==> src/rtl/testport_sniffer.sv <==
// Captures CPU writes to a test-port word address and frames them between BEGIN/END markers into a small FIFO.
// Optional feature: define TESTPORT_BYTESWAP_EN to byte-reverse write data before compare/capture.
module testport_sniffer #(
   parameter logic [29:0] TEST_PORT    = 30'h10,
   parameter logic [31:0] BEGIN_SYMBOL = 32'h00000168,
   parameter logic [31:0] END_SYMBOL   = 32'hFFFFFD5D,
   parameter int unsigned FIFO_DEPTH   = 4
) (
   input  logic        clk,
   input  logic        rst,
   input  logic [29:0] mem_addr,
   input  logic [31:0] mem_wdata,
   input  logic        mem_wen,
   output logic        out_valid,
   output logic [31:0] out_data,
   input  logic        out_ready,
   output logic        in_frame,
   output logic        frame_done,
   output logic        overflow,
   output logic [7:0]  word_count
);

   localparam int unsigned AW = (FIFO_DEPTH > 1) ? $clog2(FIFO_DEPTH) : 1;
   localparam int unsigned CW = AW + 1;
   localparam int unsigned DW = 32;

   typedef enum logic [1:0] {IDLE, ARMED, DONE} state_t;

   state_t          state_q;
   logic            wr_seen_q;
   logic [DW-1:0]   mem_q [FIFO_DEPTH];
   logic [AW-1:0]   wr_ptr_q;
   logic [AW-1:0]   rd_ptr_q;
   logic [CW-1:0]   count_q;
   logic [CW-1:0]   count_d;
   logic            overflow_q;
   logic [7:0]      word_count_q;

   logic [DW-1:0]   cap_data_c;
   logic            qual_c;
   logic            push_req_c;
   logic            full_c;
   logic            pop_c;
   logic            push_c;
   logic            drop_c;

`ifdef TESTPORT_BYTESWAP_EN
   assign cap_data_c = {mem_wdata[7:0], mem_wdata[15:8], mem_wdata[23:16], mem_wdata[31:24]};
`else
   assign cap_data_c = mem_wdata;
`endif

   // A write held across stall cycles qualifies only on its first cycle.
   assign qual_c     = mem_wen && (mem_addr == TEST_PORT) && !wr_seen_q;
   assign push_req_c = qual_c && (state_q == ARMED);
   assign full_c     = (count_q == CW'(FIFO_DEPTH));
   assign pop_c      = (count_q != '0) && out_ready;
   assign push_c     = push_req_c && (!full_c || pop_c);
   assign drop_c     = push_req_c && full_c && !pop_c;
   assign count_d    = count_q + CW'(push_c) - CW'(pop_c);

   always_ff @(posedge clk) begin
      if (rst) begin
         state_q      <= IDLE;
         wr_seen_q    <= 1'b0;
         wr_ptr_q     <= '0;
         rd_ptr_q     <= '0;
         count_q      <= '0;
         overflow_q   <= 1'b0;
         word_count_q <= '0;
      end else begin
         wr_seen_q <= mem_wen;
         count_q   <= count_d;
         case (state_q)
            IDLE: begin
               if (qual_c && (cap_data_c == BEGIN_SYMBOL)) begin
                  state_q      <= ARMED;
                  word_count_q <= '0;
               end
            end
            ARMED: begin
               // END moves to DONE even if the FIFO had to drop it.
               if (qual_c && (cap_data_c == END_SYMBOL)) begin
                  state_q <= DONE;
               end
            end
            default: state_q <= state_q;
         endcase
         if (push_c) begin
            wr_ptr_q <= wr_ptr_q + AW'(1);
            if (word_count_q != 8'hFF) begin
               word_count_q <= word_count_q + 8'd1;
            end
         end
         if (pop_c) begin
            rd_ptr_q <= rd_ptr_q + AW'(1);
         end
         if (drop_c) begin
            overflow_q <= 1'b1;
         end
      end
   end

   // Storage needs no reset; emptiness is tracked by count_q.
   always_ff @(posedge clk) begin
      if (push_c && !rst) begin
         mem_q[wr_ptr_q] <= cap_data_c;
      end
   end

   assign out_valid  = (count_q != '0);
   assign out_data   = out_valid ? mem_q[rd_ptr_q] : '0;
   assign in_frame   = (state_q == ARMED);
   assign frame_done = (state_q == DONE);
   assign overflow   = overflow_q;
   assign word_count = word_count_q;

endmodule
==> config.mk <==
export PLATFORM = sky130hd
export DESIGN_NAME = testport_sniffer
export DESIGN_NICKNAME = d
export VERILOG_FILES = /design/src/rtl/testport_sniffer.sv
export SDC_FILE = /design/constraint.sdc
export NUM_CORES = 1
export LEC_CHECK = 0
export CAP_MARGIN = 20
export CELL_PAD_IN_SITES_DETAIL_PLACEMENT = 1
export CELL_PAD_IN_SITES_GLOBAL_PLACEMENT = 2
export CORE_MARGIN = 2
export CORE_UTILIZATION = 38
export CTS_CLUSTER_DIAMETER = 50
export DETAILED_ROUTE_END_ITERATION = 8
export PLACE_DENSITY_LB_ADDON = 0.05
export SETUP_SLACK_MARGIN = 0.1
export SYNTH_ARGS = -nofsm -noshare
export SYNTH_HDL_FRONTEND = slang
export SYNTH_SLANG_ARGS = --single-unit
==> constraint.sdc <==
create_clock -name clk -period 3.3 [get_ports clk]
set_clock_uncertainty 0.1 [all_clocks]
set_input_delay 0.66 -clock clk [delete_from_list [all_inputs] [get_ports clk]]
set_output_delay 0.66 -clock clk [all_outputs]
set_load 0.02 [all_outputs]
[Yosys cells after proc, flatten, opt, wreduce, memory -nomap -nowiden]
Memories as Yosys holds them, arrays and structs flattened. A register that Yosys moved wholly into a read port is not among the register bits.
Cells that the tools add are included.
Storage, ports and cells
  flip-flop bits (word level): 19
  RAM bits: 128
  bits of input ports: 66
  output and inout bits: 44
  word-level logic and storage cells: 53
  memories kept: 1
Memory list
  mem_q: words 4, bits a word 32, read ports 1, clocked after memory_dff 1, write ports 1, RTL line 31  | logic [DW-1:0] mem_q [FIFO_DEPTH];
Operators by class
  $add $sub $neg: 5
  eq/ne operators: 9
  muxes and demuxes: 12
  reductions and logical operators: 19
Operator list (count)
  $eq 32x32->1 const B: 1
  $eq 32x9->1 const B: 1
  $mux 32: 1
  $mux 8: 4
  $eq 30x5->1 const B: 1
  $logic_and 1x1->1: 10
  $add 8x1->8 const B: 1
  $mux 2: 4
  $ne 8x8->1 const B: 1
  $add 2x1->2 const B: 2
  $logic_not 1->1: 4
  $pmux 2 s2: 1
  $add 3x1->3: 1
  $eq 3x3->1 const B: 1
  $reduce_and 3->1: 1
  $reduce_bool 3->1: 1
  $sub 3x1->3: 1
  $eq 2x1->1 const B: 1
  $eq 2x2->1 const B: 1
  $logic_not 2->1: 1
  $mux 1: 2
  $ne 2x1->1 const B: 1
  $ne 2x2->1 const B: 1
  $reduce_bool 2->1: 1
  $logic_or 1x1->1: 1

[Depth between registers and ports, before layout]
  depth in word-level cells: 8
  depth in mapped cells: 10
  gate-level depth less buffers: 10

[Least setup slack after synthesis]
OpenSTA, ideal clock, no wires.
  path type: input to register
  start point: in mem_addr[27]
  end point: mem mem_q[1][0] (enable)
  data arrival time: 2.535 ns
  data required time: 2.808 ns
  setup slack: 0.273 ns
  stages: 4
  buffers on the path: 0
  cell sequence: nor4_2 nand4_2 nor4_4 and3_1
On the way
  longest elaborated chain between the ends: 8
RTL lines
  start, declared: RTL line 11  | input logic [29:0] mem_addr,
  $eq 30x5->1: RTL line 54  | assign qual_c = mem_wen && (mem_addr == TEST_PORT) && !wr_seen_q;
  $logic_and 1x1->1 (2 in series): RTL line 54
  $logic_and 1x1->1: RTL line 55  | assign push_req_c = qual_c && (state_q == ARMED);
  $logic_and 1x1->1: RTL line 58  | assign push_c = push_req_c && (!full_c || pop_c);
  $logic_and 1x1->1: RTL line 106  | if (push_c && !rst) begin
  $mux 1: RTL line 106
  $mux 1 (not written as such): RTL line 107  | mem_q[wr_ptr_q] <= cap_data_c;
  end, declared: RTL line 31
No other way between the ends.

==> summary.md <==
| Metric | Value |
|---|---|
| Root buf cell | `clkbuf_16` |
| CTS Buf Count | `17` |
| PwrDens | `718 nW/um^2` |
| Register bit count reported by yosys | `about 150` |
| Synthesized Nets | `428` |
| Setup TNS | `0 ps` |
| Worst slew margin | `72.1%` |
| PortBufs | `109` |
| Status | `complete, no violations` |
| Final Routed Wirelength | `14400 um` |
| Die Ht | `132 um` |
| Setup ws final | `198 ps` |
| Initial DRT Pass Iterations | `4` |
| Kind of critical path | `reg2out` |
| CTS Buffer Depth | `2` |
| Max-cap violations | `0` |
| Max incr delay on CP | `540 ps` |
| Num rows | `46` |
| H-tree lvl count | `4` |
| Static leakage | `around 2.7 nW` |
| Slew Limit Fails | `0` |
| Die span in x | `132 um` |
| Initial core utilization | `39.0%` |
| Slowest-stage cell, CP | `clkdlybuf4s50_1` |
| Post-DP HPWL | `9570 um` |
| First-pass GRT wire length | `23000 um` |
| TritonCTS clock tree | `built` |
| Kind of start point of the critical path | `flop` |
| Fillcell total | `around 1500` |
| Vias in the first global route | `4116` |
| Post-CTS setup buffer count | `0` |
| Post-synth ARST share | `0%` |
| CP arrival | `roughly 2300 ps` |
| DRC | `0` |
| Minimum clock period | `3100 ps` |
| Post-synth EDFFs | `128` |
| Drt initial violations | `approximately 150` |
| Hold Path Class | `reg2reg` |
| Worst EP required | `2540 ps` |
| Endpoints failing hold | `0` |
| RSZ-0062 raised after global routing | `false` |
| Fin crit share | `94.0%` |
| Worst hold margin | `369 ps` |
| Syn-to-layout area delta | `36.6%` |
| Skew-Pair Late Insertion Delay | `around 420 ps` |
| Cells after Synth | `355` |
| Crit. End Element | `primary output` |
| Routed wire per std cell | `19.8 um` |
| VDD IR-drop max | `0.404 mV` |
| Leading cell type in the layout, fill and taps excluded | `edfxtp_1` |
| Vias per inst | `5.14` |
| Die area | `17400 um^2` |
| Core footprint | `~16000 um^2` |
| CP Max Fanout | `16` |
| Util after Layout | `53.2%` |
| Most frequent cells in the layout | `128 x edfxtp_1, 109 x clkdlybuf4s50_1, 33 x and2_1` |
| Final count of negative-setup-slack endpoints | `0` |
| All-Layer GR Usage | `17.4%` |
| Grt total ovfl | `0` |
| Critical path, cell by cell | `buf_12 > mux4_2 > and2_1 > clkdlybuf4s50_1` |
| Routability Congestion | `0.750` |
| Synth warnings | `0` |
| Synth unique cells | `45` |
| Sequential area share after synthesis | `68.6%` |
| Share of cells above drive strength 1 | `20.8%` |
| Dpl ws | `-54.3 ps` |
| Initial antenna violation count | `0` |
| Clk slew on worst S/H paths | `around 60 ps` |
| Final nets | `570` |
| Inst Count DP | `694` |
| Largest net degree at the start of global routing | `29` |
| Routed vias | `3729` |
| # diodes | `0` |
| Non-filler instance count after layout | `725` |
| # clock sinks | `149` |
| Max frequency | `around 0.32 GHz` |
| Post-Syn Area per Cell | `17.5 um^2` |
| Slew @ Worst Pin | `about 410 ps` |
| I/O pin cnt | `110` |
| Cell Area, Synth | `just over 6000 um^2` |
| ANT nets after route | `0` |
| Primary FF master, synth | `edfxtp_1` |
-- cell families after synthesis --
group           Yosys count  share of synthesized area, %
fa+ha+maj                 7                          1.53
simple gates            115                          13.3
compound gates           20                          2.07
mux                      35                          12.1
flops                   149                          68.6
xor+xnor                  7                         0.987
buf+inv                  22                          1.39
-- critical path: cells and delay by family, from the launching register on --
kind / cells / cell delay, ps
buffers and inverters: 2 / 750
DFF: 1 / 450
muxes: 1 / 530
and+or+nand+nor: 1 / 190
-- what timing repair did --
action / CTS / global route
hold endpoints to repair: 0 / 0
gates resized for setup: 1 / 0
setup endpoints to repair: 12 / 0
hold buffers: 0 / 0
-- cell usage after synthesis (all sizes together) (2+ instances only) --
library cell,instances,area share (%)
o21ai,5,0.40
nand2,5,0.34
and2,33,3.3
edfxtp,128,62
nand2b,2,0.20
nor2,14,0.85
dfxtp,21,6.8
a21oi,3,0.24
nor3,6,0.48
buf,5,0.36
xnor2,6,0.85
o22ai,4,0.40
and4,3,0.42
mux2i,3,0.48
inv,10,0.60
o211ai,2,0.24
clkbuf,7,0.42
nand4,13,1.5
mux4,32,12
nand3,5,0.40
ha,6,1.2
nor4,13,2.9
nor4b,4,1.0
and3,6,0.60
nor2b,5,0.50
-- report_power, final --
part	switching [mW]	leakage [nW]	internal [mW]
clock	0.750	0.328	1.49
combinational	0.812	1.08	0.912
sequential	0.0508	1.32	2.08
-- path summary, 6_finish.rpt --
| check | cells past startpoint | from | to | slack [ps] |
|---|---|---|---|---|
| max | 4 | flop | out_data[26] | 200 |
| min | 2 | overflow | overflow | 370 |
| max reg2reg | 10 | count_q[1] | count_q[2] | 730 |
| min reg2reg | 2 | overflow | overflow | 370 |
-- layout make-up --
class,count,area [um^2],area share (%)
Sequential cell,149,4270,50.3
Inverter,10,37.5,0.442
Tap cell,216,270,3.18
Clock buffer,18,429,5.06
Clock inverter,13,253,2.98
Multi-Input combinational cell,184,1870,22.0
Timing Repair Buffer,135,1360,16.0
-- state kept, by name, summed over array words and instances (netlist names), named ones only --
| name | flops |
|---|---|
| wr_ptr_q | 2 |
| rd_ptr_q | 2 |
| wr_seen_q | 1 |
| state_q | 2 |
| mem_q | 128 |
| count_q | 3 |
| overflow | 1 |
| word_count | 8 |
-- through the flow --
stage	total power, mW	instance area (um^2)
2_1_floorplan	3.10	6210
3_3_place_gp	3.92	7800
3_5_place_dp	3.93	7800
4_1_cts	6.18	8490
5_1_grt	6.33	8490
6_report	6.09	8490
-- routing by layer --
metal | up-vias | track usage, % | routed length (um)
met4 | 0 | 6.64 | 226
met2 | 113 | 29.0 | 7180
met1 | 1889 | 21.9 | 6250
li1 | 1707 | - | -
met3 | 20 | 4.54 | 720
met5 | - | 0 | 0
(Power assumes the default switching activity.)
